## src/rtl/pwm_multi_channel.sv

```systemverilog
// Multi-channel PWM custom instruction: one shared period counter, per-channel duty,
// enable and polarity, with duty/period double-buffered and transferred at the period wrap.
module pwm_multi_channel #(
    parameter logic [7:0]           customId       = 8'h00,
    parameter int unsigned          NR_CHANNELS    = 4,
    parameter int unsigned          CNT_WIDTH      = 20,
    parameter logic [CNT_WIDTH-1:0] DEFAULT_PERIOD = 20'd1000000
) (
    input  logic                   clock,
    input  logic                   reset,
    input  logic                   start,
    input  logic [7:0]             ciN,
    input  logic [31:0]            valueA,
    input  logic [31:0]            valueB,
    output logic                   done,
    output logic [31:0]            result,
    output logic [NR_CHANNELS-1:0] pwmPins,
    output logic                   periodTick
);

    localparam logic [3:0] OpEnable   = 4'd0;
    localparam logic [3:0] OpDuty     = 4'd1;
    localparam logic [3:0] OpPeriod   = 4'd2;
    localparam logic [3:0] OpReadDuty = 4'd3;
    localparam logic [3:0] OpStatus   = 4'd4;
    localparam logic [3:0] OpPolarity = 4'd5;

    logic [CNT_WIDTH-1:0]   counter_q, counter_d;
    logic [CNT_WIDTH-1:0]   period_active_q, period_shadow_q;
    logic [CNT_WIDTH-1:0]   duty_active_q [NR_CHANNELS];
    logic [CNT_WIDTH-1:0]   duty_shadow_q [NR_CHANNELS];
    logic [NR_CHANNELS-1:0] enable_q, polarity_q;
    logic [NR_CHANNELS-1:0] pins_q, pins_d;
    logic                   tick_q;
    logic                   done_q;
    logic [31:0]            result_q, result_d;

    logic                   accept;
    logic [3:0]             opcode;
    logic [3:0]             ch;
    logic                   wrap;
    logic [CNT_WIDTH-1:0]   duty_rd;
    logic [15:0]            cnt_lo;
    logic [15:0]            en_ext;
    logic [CNT_WIDTH-1:0]   operand;
    logic                   unused_cmd_bits;

    assign accept  = start && (ciN == customId);
    assign opcode  = valueA[3:0];
    assign ch      = valueA[11:8];
    assign operand = valueB[CNT_WIDTH-1:0];
    assign unused_cmd_bits = ^{valueA[31:12], valueA[7:4], valueB};

    // Periods of 0 or 1 degenerate to a counter pinned at 0 that wraps every cycle.
    assign wrap      = (period_active_q <= CNT_WIDTH'(1)) ||
                       (counter_q == period_active_q - CNT_WIDTH'(1));
    assign counter_d = wrap ? '0 : counter_q + CNT_WIDTH'(1);

    always_comb begin
        for (int i = 0; i < int'(NR_CHANNELS); i++) begin
            pins_d[i] = (enable_q[i] & (counter_q < duty_active_q[i])) ^ polarity_q[i];
        end
    end

    // Out-of-range channel indices match no entry and read back as zero.
    always_comb begin
        duty_rd = '0;
        for (int i = 0; i < int'(NR_CHANNELS); i++) begin
            if (ch == 4'(i)) begin
                duty_rd = duty_active_q[i];
            end
        end
    end

    assign cnt_lo = 16'(counter_q);
    assign en_ext = 16'(enable_q);

    always_comb begin
        result_d = '0;
        case (opcode)
            OpReadDuty: result_d = 32'(duty_rd);
            OpStatus:   result_d = {cnt_lo, en_ext};
            default:    result_d = '0;
        endcase
    end

    always_ff @(posedge clock) begin
        if (reset) begin
            counter_q       <= '0;
            period_active_q <= DEFAULT_PERIOD;
            period_shadow_q <= DEFAULT_PERIOD;
            for (int i = 0; i < int'(NR_CHANNELS); i++) begin
                duty_active_q[i] <= '0;
                duty_shadow_q[i] <= '0;
            end
            enable_q   <= '0;
            polarity_q <= '0;
            pins_q     <= '0;
            tick_q     <= 1'b0;
            done_q     <= 1'b0;
            result_q   <= '0;
        end else begin
            counter_q <= counter_d;
            tick_q    <= wrap;
            pins_q    <= pins_d;
            done_q    <= accept;
            result_q  <= accept ? result_d : '0;

            // Transfer uses the pre-edge shadow, so a same-cycle shadow write waits a period.
            if (wrap) begin
                period_active_q <= period_shadow_q;
                for (int i = 0; i < int'(NR_CHANNELS); i++) begin
                    duty_active_q[i] <= duty_shadow_q[i];
                end
            end

            if (accept) begin
                case (opcode)
                    OpEnable:   enable_q        <= valueB[NR_CHANNELS-1:0];
                    OpPeriod:   period_shadow_q <= operand;
                    OpPolarity: polarity_q      <= valueB[NR_CHANNELS-1:0];
                    default:    ;
                endcase
            end

            for (int i = 0; i < int'(NR_CHANNELS); i++) begin
                if (accept && (opcode == OpDuty) && (ch == 4'(i))) begin
                    duty_shadow_q[i] <= operand;
                end
            end
        end
    end

    assign done       = done_q;
    assign result     = result_q;
    assign pwmPins    = pins_q;
    assign periodTick = tick_q;

endmodule

```

## config.mk

```make
export PLATFORM = sky130hd
export DESIGN_NAME = pwm_multi_channel
export DESIGN_NICKNAME = d
export VERILOG_FILES = /design/src/rtl/pwm_multi_channel.sv
export SDC_FILE = /design/constraint.sdc
export NUM_CORES = 1
export LEC_CHECK = 0
export CAP_MARGIN = 20
export CORE_ASPECT_RATIO = 1.2
export CORE_MARGIN = 4
export CORE_UTILIZATION = 40
export CTS_CLUSTER_DIAMETER = 50
export DETAILED_ROUTE_END_ITERATION = 8
export PLACE_DENSITY_LB_ADDON = 0.08
export SETUP_SLACK_MARGIN = 0.4
export SLEW_MARGIN = 20
export SYNTH_ARGS = -nofsm -noshare
export SYNTH_HDL_FRONTEND = slang
export SYNTH_SLANG_ARGS = --single-unit
export TNS_END_PERCENT = 10
```

## constraint.sdc

```tcl
create_clock -name clock -period 12.3 [get_ports clock]
set_input_delay 2.46 -clock clock [delete_from_list [all_inputs] [get_ports clock]]
set_output_delay 2.46 -clock clock [all_outputs]
set_load 0.05 [all_outputs]
```

==> flow_summary.ini, run 1 <==
[die]
floorplan.initialDensity_pct = 41.0
coreArea_mm2 = 0.0334
fp.dieArea_mm2 = 0.0373
ios = 113
rows = 73
die_h_um = 211
die_w_um = 177

[timing]
hold_violations = 0
finalCritPeriodShare_pct = 45.7
relSlewSlack_pct = 29.0
worst_pin_slew_ps = 1060
setup_viol = 0
period_needed_ps = 5620
grt_setup_unrepaired = false
fmax_mhz = 178
clock_skew_ps = 23.5
report.final.slew_viol_count = 0
setup_tns_ps = 0

[final_layout]
diodes = 0
n_fill_cell = 3083
area_growth_pct = 17.5
final_util_pct = 48.1
nNetsFinal = 1466
drive_above_1_share_pct = 11.9

[logic_synthesis]
synth_cells = 1253
synth_async_sr_flop_share_pct = 0
synth_edf_count = 160
yosysUniqueCellTypes = 66
avgSynthCellArea_um2 = 10.9
synth_area_leaders = edfxtp_1 35%, dfxtp_1 15%, ha_1 7.2%, nor3b_2 5.7%, and2_1 5.0%
synth_area_mm2 = 0.0137
synth_flop_cell = edfxtp_1
yosys.area.top_type_share_pct = 35.1
yosysTopAreaCell = edfxtp_1
synth_fp_nets = 1407
synth.ff_latch_count = 266
ys_seq_area_share_pct = 50.6
yosysWarnings = 0

[critical_path]
path_class = in2reg
critical_path.startpoint_type = input pin
max_stage_delay_ps = 860
crit_slowest_cell = nor3_4
end_kind = register
path_cells = clkdlybuf4s50_1, nor4_1, nand4b_1, or3_1, nor3b_1, nand2_1, nor3_4, and2_1
crit_fanout = 20
cp.required_ps = 12680
cp.arrival_ps = 5990

[routing]
drtIter0Drc = 586
viasPerCell = 5.39
drcViolationCount = 0
wl_per_cell_um = 21.3
first_pass_iters = 5
vias = 9637
final_antenna_net_count = 0
routed_wl_mm = 38.2

[worst_hold_path]
hp-class = reg2reg

[clock_tree]
postCtsHoldBufs = 0
cts_tree = yes
cts_sinks = 266
cts_made_buffers = 34
cts.clk_slew.worst_paths_ps = 60
clock_path_buffers = 3
cts_resized = 0
post-cts-setup-buffers = 0
worstSkewPairLatency_ps = 520
cts_root_buf = clkbuf_16
h-tree-depth = 2

[global_routing]
grt_pass1_wl_mm = 58.5
grt_max_degree = 81
grt_antenna_before_repair = 0
grt-ovfl-total = 0
gr-usage-all-layers_pct = 20.5
grt_pass1_vias = 9796

[placed_design]
place.gp.congestion = 0.824
io_buffers = 76
place_hpwl_mm = 26.0

[outcome]
status = finished, final reports clean

[power]
p_per_area_mw_per_mm2 = 132
leakage_nw = 6.14
ir_drop_mv = 0.104

[flow_run]
drv_cap = 0
==> stage by stage <==
step	setup slack (ps)	hold slack, ps	std cells	area (um^2)	total power, mW
after floorplan	6590	438	1253	13700	1.05
after global placement	6240	459	1725	14900	1.10
after detailed placement	6130	462	1725	14900	1.10
after CTS	6670	470	1787	16100	2.15
after global routing	6490	496	1788	16100	2.19
final	6680	467	1788	16100	2.12
==> final timing paths <==
check / start / slack, ps / depth (start not counted) / end
worst min register to register: period_shadow_q[11] / 470 / 2 / period_shadow_q[11]
worst max-delay path: ciN[2] / 6680 / 8 / duty_shadow_q[3][8]
worst min-delay path: period_shadow_q[11] / 470 / 2 / period_shadow_q[11]
worst max register to register: period_active_q[0] / 7620 / 8 / duty_active_q[0][14]
==> final cells by class <==
class / count / area, um^2 / share of cell area, %
Inverter: 97 / 364 / 2.26
Tap cell: 450 / 563 / 3.50
Clock buffer: 44 / 983 / 6.11
Timing Repair Buffer: 93 / 892 / 5.55
Sequential cell: 266 / 6930 / 43.1
Multi-Input combinational cell: 820 / 6160 / 38.3
Clock inverter: 18 / 200 / 1.24
==> placed cells by master, fill, tap and decap left out, drive strengths merged, types with 4 or more instances in the layout <==
master,n
and2,110
mux2i,28
a21oi,43
nor4,13
or4,9
nand4,17
clkdlybuf4s50,74
o211ai,22
dfxtp,106
o311ai,11
or3,4
nand2,77
nor3b,65
a32oi,11
or4b,13
o21ai,23
buf,19
xnor2,30
a211oi,4
nand2b,7
inv,104
clkinv,7
and3,7
o2111ai,6
xor2,14
edfxtp,160
a221oi,19
nor3,16
nor2,66
ha,79
clkbuf,44
a21o,20
nor2b,35
or2,5
nand3,24
==> metal layers <==
| layer | vias to the layer above | wire, um | GRT usage, % |
|---|---|---|---|
| li1 | 4629 | - | - |
| met4 | 0 | 747 | 5.44 |
| met1 | 4716 | 17300 | 27.6 |
| met3 | 53 | 1760 | 3.01 |
| met5 | - | 0 | 0 |
| met2 | 239 | 18400 | 34.8 |
==> power by group <==
part           switching (mW)  internal [mW]
clock                   0.401          0.637
combinational          0.0610         0.0363
sequential             0.0151          0.970
==> cells by family after synthesis <==
family | Yosys count | synth area share, %
and+or+nand+nor | 477 | 22.4
AOI/OAI and AO/OA | 192 | 9.96
xor gates and xnor gates | 44 | 2.81
DFF | 266 | 50.6
buffers and inverters | 167 | 5.00
muxes | 28 | 2.05
adders and majority gates | 79 | 7.22
==> cell usage after synthesis, types with 4 or more instances <==
library cell  instances
a211oi_1              4
a21o_1               20
a21oi_1              43
a221oi_1             19
a32oi_1              11
and2_1              110
and3_1                7
buf_6                 7
clkbuf_1             58
dfxtp_1             106
edfxtp_1            160
ha_1                 79
inv_1                97
mux2i_1              28
nand2_1              77
nand2b_1              7
nand3_1              24
nand4_1              17
nor2_1               66
nor2b_1              35
nor3_1               16
nor3b_2              62
nor4_1               11
o2111ai_1             6
o211ai_1             22
o21ai_0              23
o311ai_0             11
or2_2                 5
or3_1                 4
or4_1                 9
or4b_1               11
xnor2_1              30
xor2_1               14
==> critical path, delay by kind of cell <==
kind	cells	cell delay, ps
AND/OR/NAND/NOR	7	3130
buffers and inverters	1	400
==> state kept, by name, indices dropped and copies added (netlist names) <==
register         flops
enable_q             4
duty_shadow_q       80
period_active_q     20
periodTick           1
polarity_q           4
pwmPins              4
counter_q           20
done                 1
duty_active_q       80
period_shadow_q     20
result              32
(Power assumes the default switching activity.)
==> run 2: changes to the inputs <==
==> constraint.sdc (replaced) <==
create_clock -name clock -period 5.9 [get_ports clock]
set_input_delay 1.18 -clock clock [delete_from_list [all_inputs] [get_ports clock]]
set_output_delay 1.18 -clock clock [all_outputs]
set_load 0.05 [all_outputs]
==> run 2 against run 1 <==
First-iteration DRC count down 0.17%; largest power group unchanged; sequential share of layout area decreased by 0.13 points; core utilization grew 0.15 points; clock-buffer cell count rose by 3; final cell count up 0.78%; critical endpoint is now duty_active_q[2][9]; die area unchanged.
==> flow_summary.ini, run 2 (synthesized netlist as in run 1, its figures left out) <==
[outcome]
status = finished, final reports clean

[flow_run]
drv_cap = 0

[clock_tree]
h-tree-depth = 2
clock_path_buffers = 3
post-cts-setup-buffers = 0
cts.clk_slew.worst_paths_ps = 60
postCtsHoldBufs = 0
cts_tree = yes
cts_resized = 0
cts_root_buf = clkbuf_16
worstSkewPairLatency_ps = 520
cts_made_buffers = 34
cts_sinks = 266

[timing]
finalCritPeriodShare_pct = 75.6
setup_viol = 0
clock_skew_ps = 20.8
hold_violations = 0
period_needed_ps = 4460
setup_tns_ps = 0
relSlewSlack_pct = 27.7
worst_pin_slew_ps = 1080
fmax_mhz = 224
grt_setup_unrepaired = false
hold_slack_ps = 469
report.final.slew_viol_count = 0

[power]
leakage_nw = 6.18
ir_drop_mv = 0.190
p_per_area_mw_per_mm2 = 270
finalPower_mw = 4.35

[critical_path]
cpMostUsedCell = buf_4
cp.arrival_ps = 4670
path_buf_inv = 3
max_stage_delay_ps = 740
critical_path.startpoint_type = register
cp.required_ps = 6110
reg2reg_depth = 9
path_cells = nor4_1, nand4_1, nor3_1, o211ai_1, or4_1, buf_4, o211a_1, inv_2, buf_4
crit_cells = 9
path_class = reg2reg
crit_fanout = 26
end_kind = register
crit_slowest_cell = nor4_1
critPathTopFamily = simple AND/OR/NAND/NOR gates

[routing]
drtIter0Drc = 585
viasPerCell = 5.37
vias = 9673
routed_wl_mm = 38.7
final_antenna_net_count = 0
first_pass_iters = 5
wl_per_cell_um = 21.5
drcViolationCount = 0

[final_layout]
multi_input_area_mm2 = 0.00613
drive_above_1_share_pct = 12.5
finalNonFillerCells = 1802
final_common_cell = edfxtp_1
n_fill_cell = 3134
final_cell_mix = 160 x edfxtp_1, 110 x and2_1, 106 x dfxtp_1
diodes = 0
regArea_mm2 = 0.00693
nNetsFinal = 1480
finish.instance_area_mm2 = 0.0161
area_growth_pct = 17.8

[global_routing]
grt_max_degree = 66
grt_antenna_before_repair = 0
grt-ovfl-total = 0
grt_pass1_vias = 9552
gr-usage-all-layers_pct = 20.9
grt_pass1_wl_mm = 59.1

[placed_design]
place_hpwl_mm = 26.7
post_dp_cell_area_mm2 = 0.0150
io_buffers = 76
place.gp.congestion = 0.863
placed_cells = 1739

[die]
die_h_um = 211
fp.dieArea_mm2 = 0.0373
floorplan.initialDensity_pct = 41.0
rows = 73
ios = 113
coreArea_mm2 = 0.0334
die_w_um = 177

[worst_hold_path]
whs_path_depth = 2
hp-class = reg2reg
==> run 2: cell type report <==
type / instances / area share, %
Clock buffer: 47 / 6.22
Clock inverter: 15 / 0.845
Inverter: 97 / 2.26
Multi-Input combinational cell: 820 / 38.0
Sequential cell: 266 / 42.9
Tap cell: 450 / 3.49
Timing Repair Buffer: 107 / 6.29
==> run 2: path summary, 6_finish.rpt <==
| check | slack, ps | startpoint | endpoint |
|---|---|---|---|
| hold reg to reg | 470 | period_shadow_q[13] | period_shadow_q[13] |
| setup reg to reg | 1440 | period_active_q[8] | duty_active_q[2][9] |
| setup / recovery | 1440 | period_active_q[8] | duty_active_q[2][9] |
| hold / removal | 470 | period_shadow_q[13] | period_shadow_q[13] |
==> run 2: tightest hold or removal path: cells and delay by family, from the launching register on <==
kind             cells  cell delay, ps
AND/OR/NAND/NOR      1              60
AO/OA/AOI/OAI        1              50
flip-flops           1             310
==> run 2: report_power, final <==
part	switching, mW	total, mW	internal (mW)
clock	0.837	2.09	1.25
sequential	0.0282	2.05	2.02
combinational	0.133	0.213	0.0798
total	0.998	4.35	3.36
==> run 2: stage by stage <==
| step | util, % | worst slack (ps) |
|---|---|---|
| floorplan | - | 1200 |
| global placement | 44.8 | 1350 |
| detailed placement | 44.8 | 1360 |
| CTS | 48.2 | 1410 |
| global route | 48.3 | 1030 |
| finish | 48.3 | 1440 |
==> run 2: per-layer routing <==
metal	track usage (%)	up-vias	share of wire (%)
met4	7.61	0	3.6
met5	0	-	0
met2	33.6	233	46
met1	28.8	4714	45
met3	3.06	67	4.9
li1	-	4659	-
==> run 3: changes to the inputs <==
==> constraint.sdc (replaced) <==
create_clock -name clock -period 4.45 [get_ports clock]
set_input_delay 0.89 -clock clock [delete_from_list [all_inputs] [get_ports clock]]
set_output_delay 0.89 -clock clock [all_outputs]
set_load 0.05 [all_outputs]
==> run 3 against run 2 <==
Flip-flop and latch count did not move; critical path depth fell by 1; core utilization rose by 0.35 points; largest cell class unchanged; largest power group unchanged.
==> flow_summary.ini, run 3 (synthesized netlist as in run 1, its figures left out) <==
[final_layout]
final_util_pct = 48.6
area_growth_pct = 18.7
drive_above_1_share_pct = 12.9
diodes = 0
final_common_cell = edfxtp_1
nNetsFinal = 1489
final_cell_mix = 160 x edfxtp_1, 110 x and2_1, 106 x dfxtp_1

[clock_tree]
cts_resized = 0
postCtsHoldBufs = 0
post-cts-setup-buffers = 0
clock_path_buffers = 3
cts_made_buffers = 34
cts_sinks = 266
cts_root_buf = clkbuf_16
cts_tree = yes
worstSkewPairLatency_ps = 520
h-tree-depth = 2
cts.clk_slew.worst_paths_ps = 60

[routing]
final_antenna_net_count = 0
vias = 9725
first_pass_iters = 5
viasPerCell = 5.37
routed_wl_mm = 38.7
drcViolationCount = 0
drtIter0Drc = 660
wl_per_cell_um = 21.4

[critical_path]
crit_fanout = 80
reg2reg_depth = 8
reg2reg_from = period_active_q[0]
cp.required_ps = 4600
end_kind = register
max_stage_delay_ps = 730
crit_slowest_cell = or4_1
path_class = reg2reg
cp.arrival_ps = 3980
critical_path.startpoint_type = register
path_cells = or4_1, or4_1, a21oi_1, a31oi_1, or4_1, o211a_2, clkinvlp_4, buf_12
cpMostUsedCell = or4_1
reg2reg_to = duty_active_q[3][0]
rrSetupSlack_ps = 620

[worst_hold_path]
whs_path_depth = 2
hold-path-endpoint = period_shadow_q[1]
hp-class = reg2reg
holdCritStartpoint = period_shadow_q[1]

[timing]
hold_violations = 0
worst_pin_slew_ps = 1050
fmax_mhz = 261
setup_viol = 0
setup_tns_ps = 0
report.final.slew_viol_count = 0
finalCritPeriodShare_pct = 86.0
period_needed_ps = 3830
relSlewSlack_pct = 30.1
clock_skew_ps = 18.8
grt_setup_unrepaired = false

[die]
rows = 73
coreArea_mm2 = 0.0334
fp.dieArea_mm2 = 0.0373
die_h_um = 211
die_w_um = 177
ios = 113
floorplan.initialDensity_pct = 41.0

[placed_design]
io_buffers = 76
place_hpwl_mm = 26.8
place.gp.congestion = 0.891

[global_routing]
grt_pass1_vias = 9566
gr-usage-all-layers_pct = 20.7
grt_max_degree = 118
grt_antenna_before_repair = 1
grt_pass1_wl_mm = 58.6
grt-ovfl-total = 0

[power]
leakage_nw = 6.23
ir_drop_mv = 0.263
p_per_area_mw_per_mm2 = 355

[outcome]
status = finished, final reports clean

[flow_run]
drv_cap = 0
==> run 3: worst max-delay path by stage <==
stage                                  start                   end  slack, ps  cells after the start
final                     period_active_q[0]   duty_active_q[3][0]        620                      8
after global routing      period_active_q[0]  duty_active_q[1][11]        430                      8
after CTS                 period_active_q[0]  duty_active_q[0][15]        480                      8
after detailed placement  period_active_q[0]   duty_active_q[1][9]        470                      8
after global placement    period_active_q[0]   duty_active_q[1][9]        490                      8
after floorplan                       ciN[2]   duty_shadow_q[2][0]        310                      6
==> run 3: power breakdown <==
group          total (mW)  internal, mW  switching, mW
Clock                2.77          1.71           1.06
Sequential           2.71          2.68         0.0326
Combinational       0.289         0.110          0.179
==> run 3: layout make-up <==
type	count	area [um^2]
multi-input combinational	820	6130
timing repair buffer	116	1130
clock inverter	10	115
inverter	97	368
fill	3102	17200
tap	450	563
clock buffer	51	1020
sequential	266	6930
==> run 3: worst max-delay path, delay by kind of cell, from the launching register on <==
kind            cells  cell delay (ps)
buf+inv             2              450
flops               1              370
simple gates        3             1860
compound gates      3              630
==> run 3: per-layer routing <==
layer	GRT usage [%]	share of wire, %	vias to the layer above
met3	3.19	4.9	72
met1	28.7	45	4715
met5	0	0.034	-
li1	-	-	4671
met4	6.57	2.8	2
met2	33.6	47	265
==> run 3: through the flow <==
stage / instances / cell area [um^2] / total power [mW] / setup slack [ps] / hold WS (ps)
floorplan: 1253 / 13700 / 2.91 / 308 / 438
global placement: 1749 / 15100 / 3.05 / 491 / 457
detailed placement: 1749 / 15100 / 3.06 / 470 / 466
CTS: 1810 / 16300 / 5.85 / 482 / 473
global route: 1810 / 16300 / 5.97 / 430 / 491
finish: 1810 / 16300 / 5.77 / 621 / 470
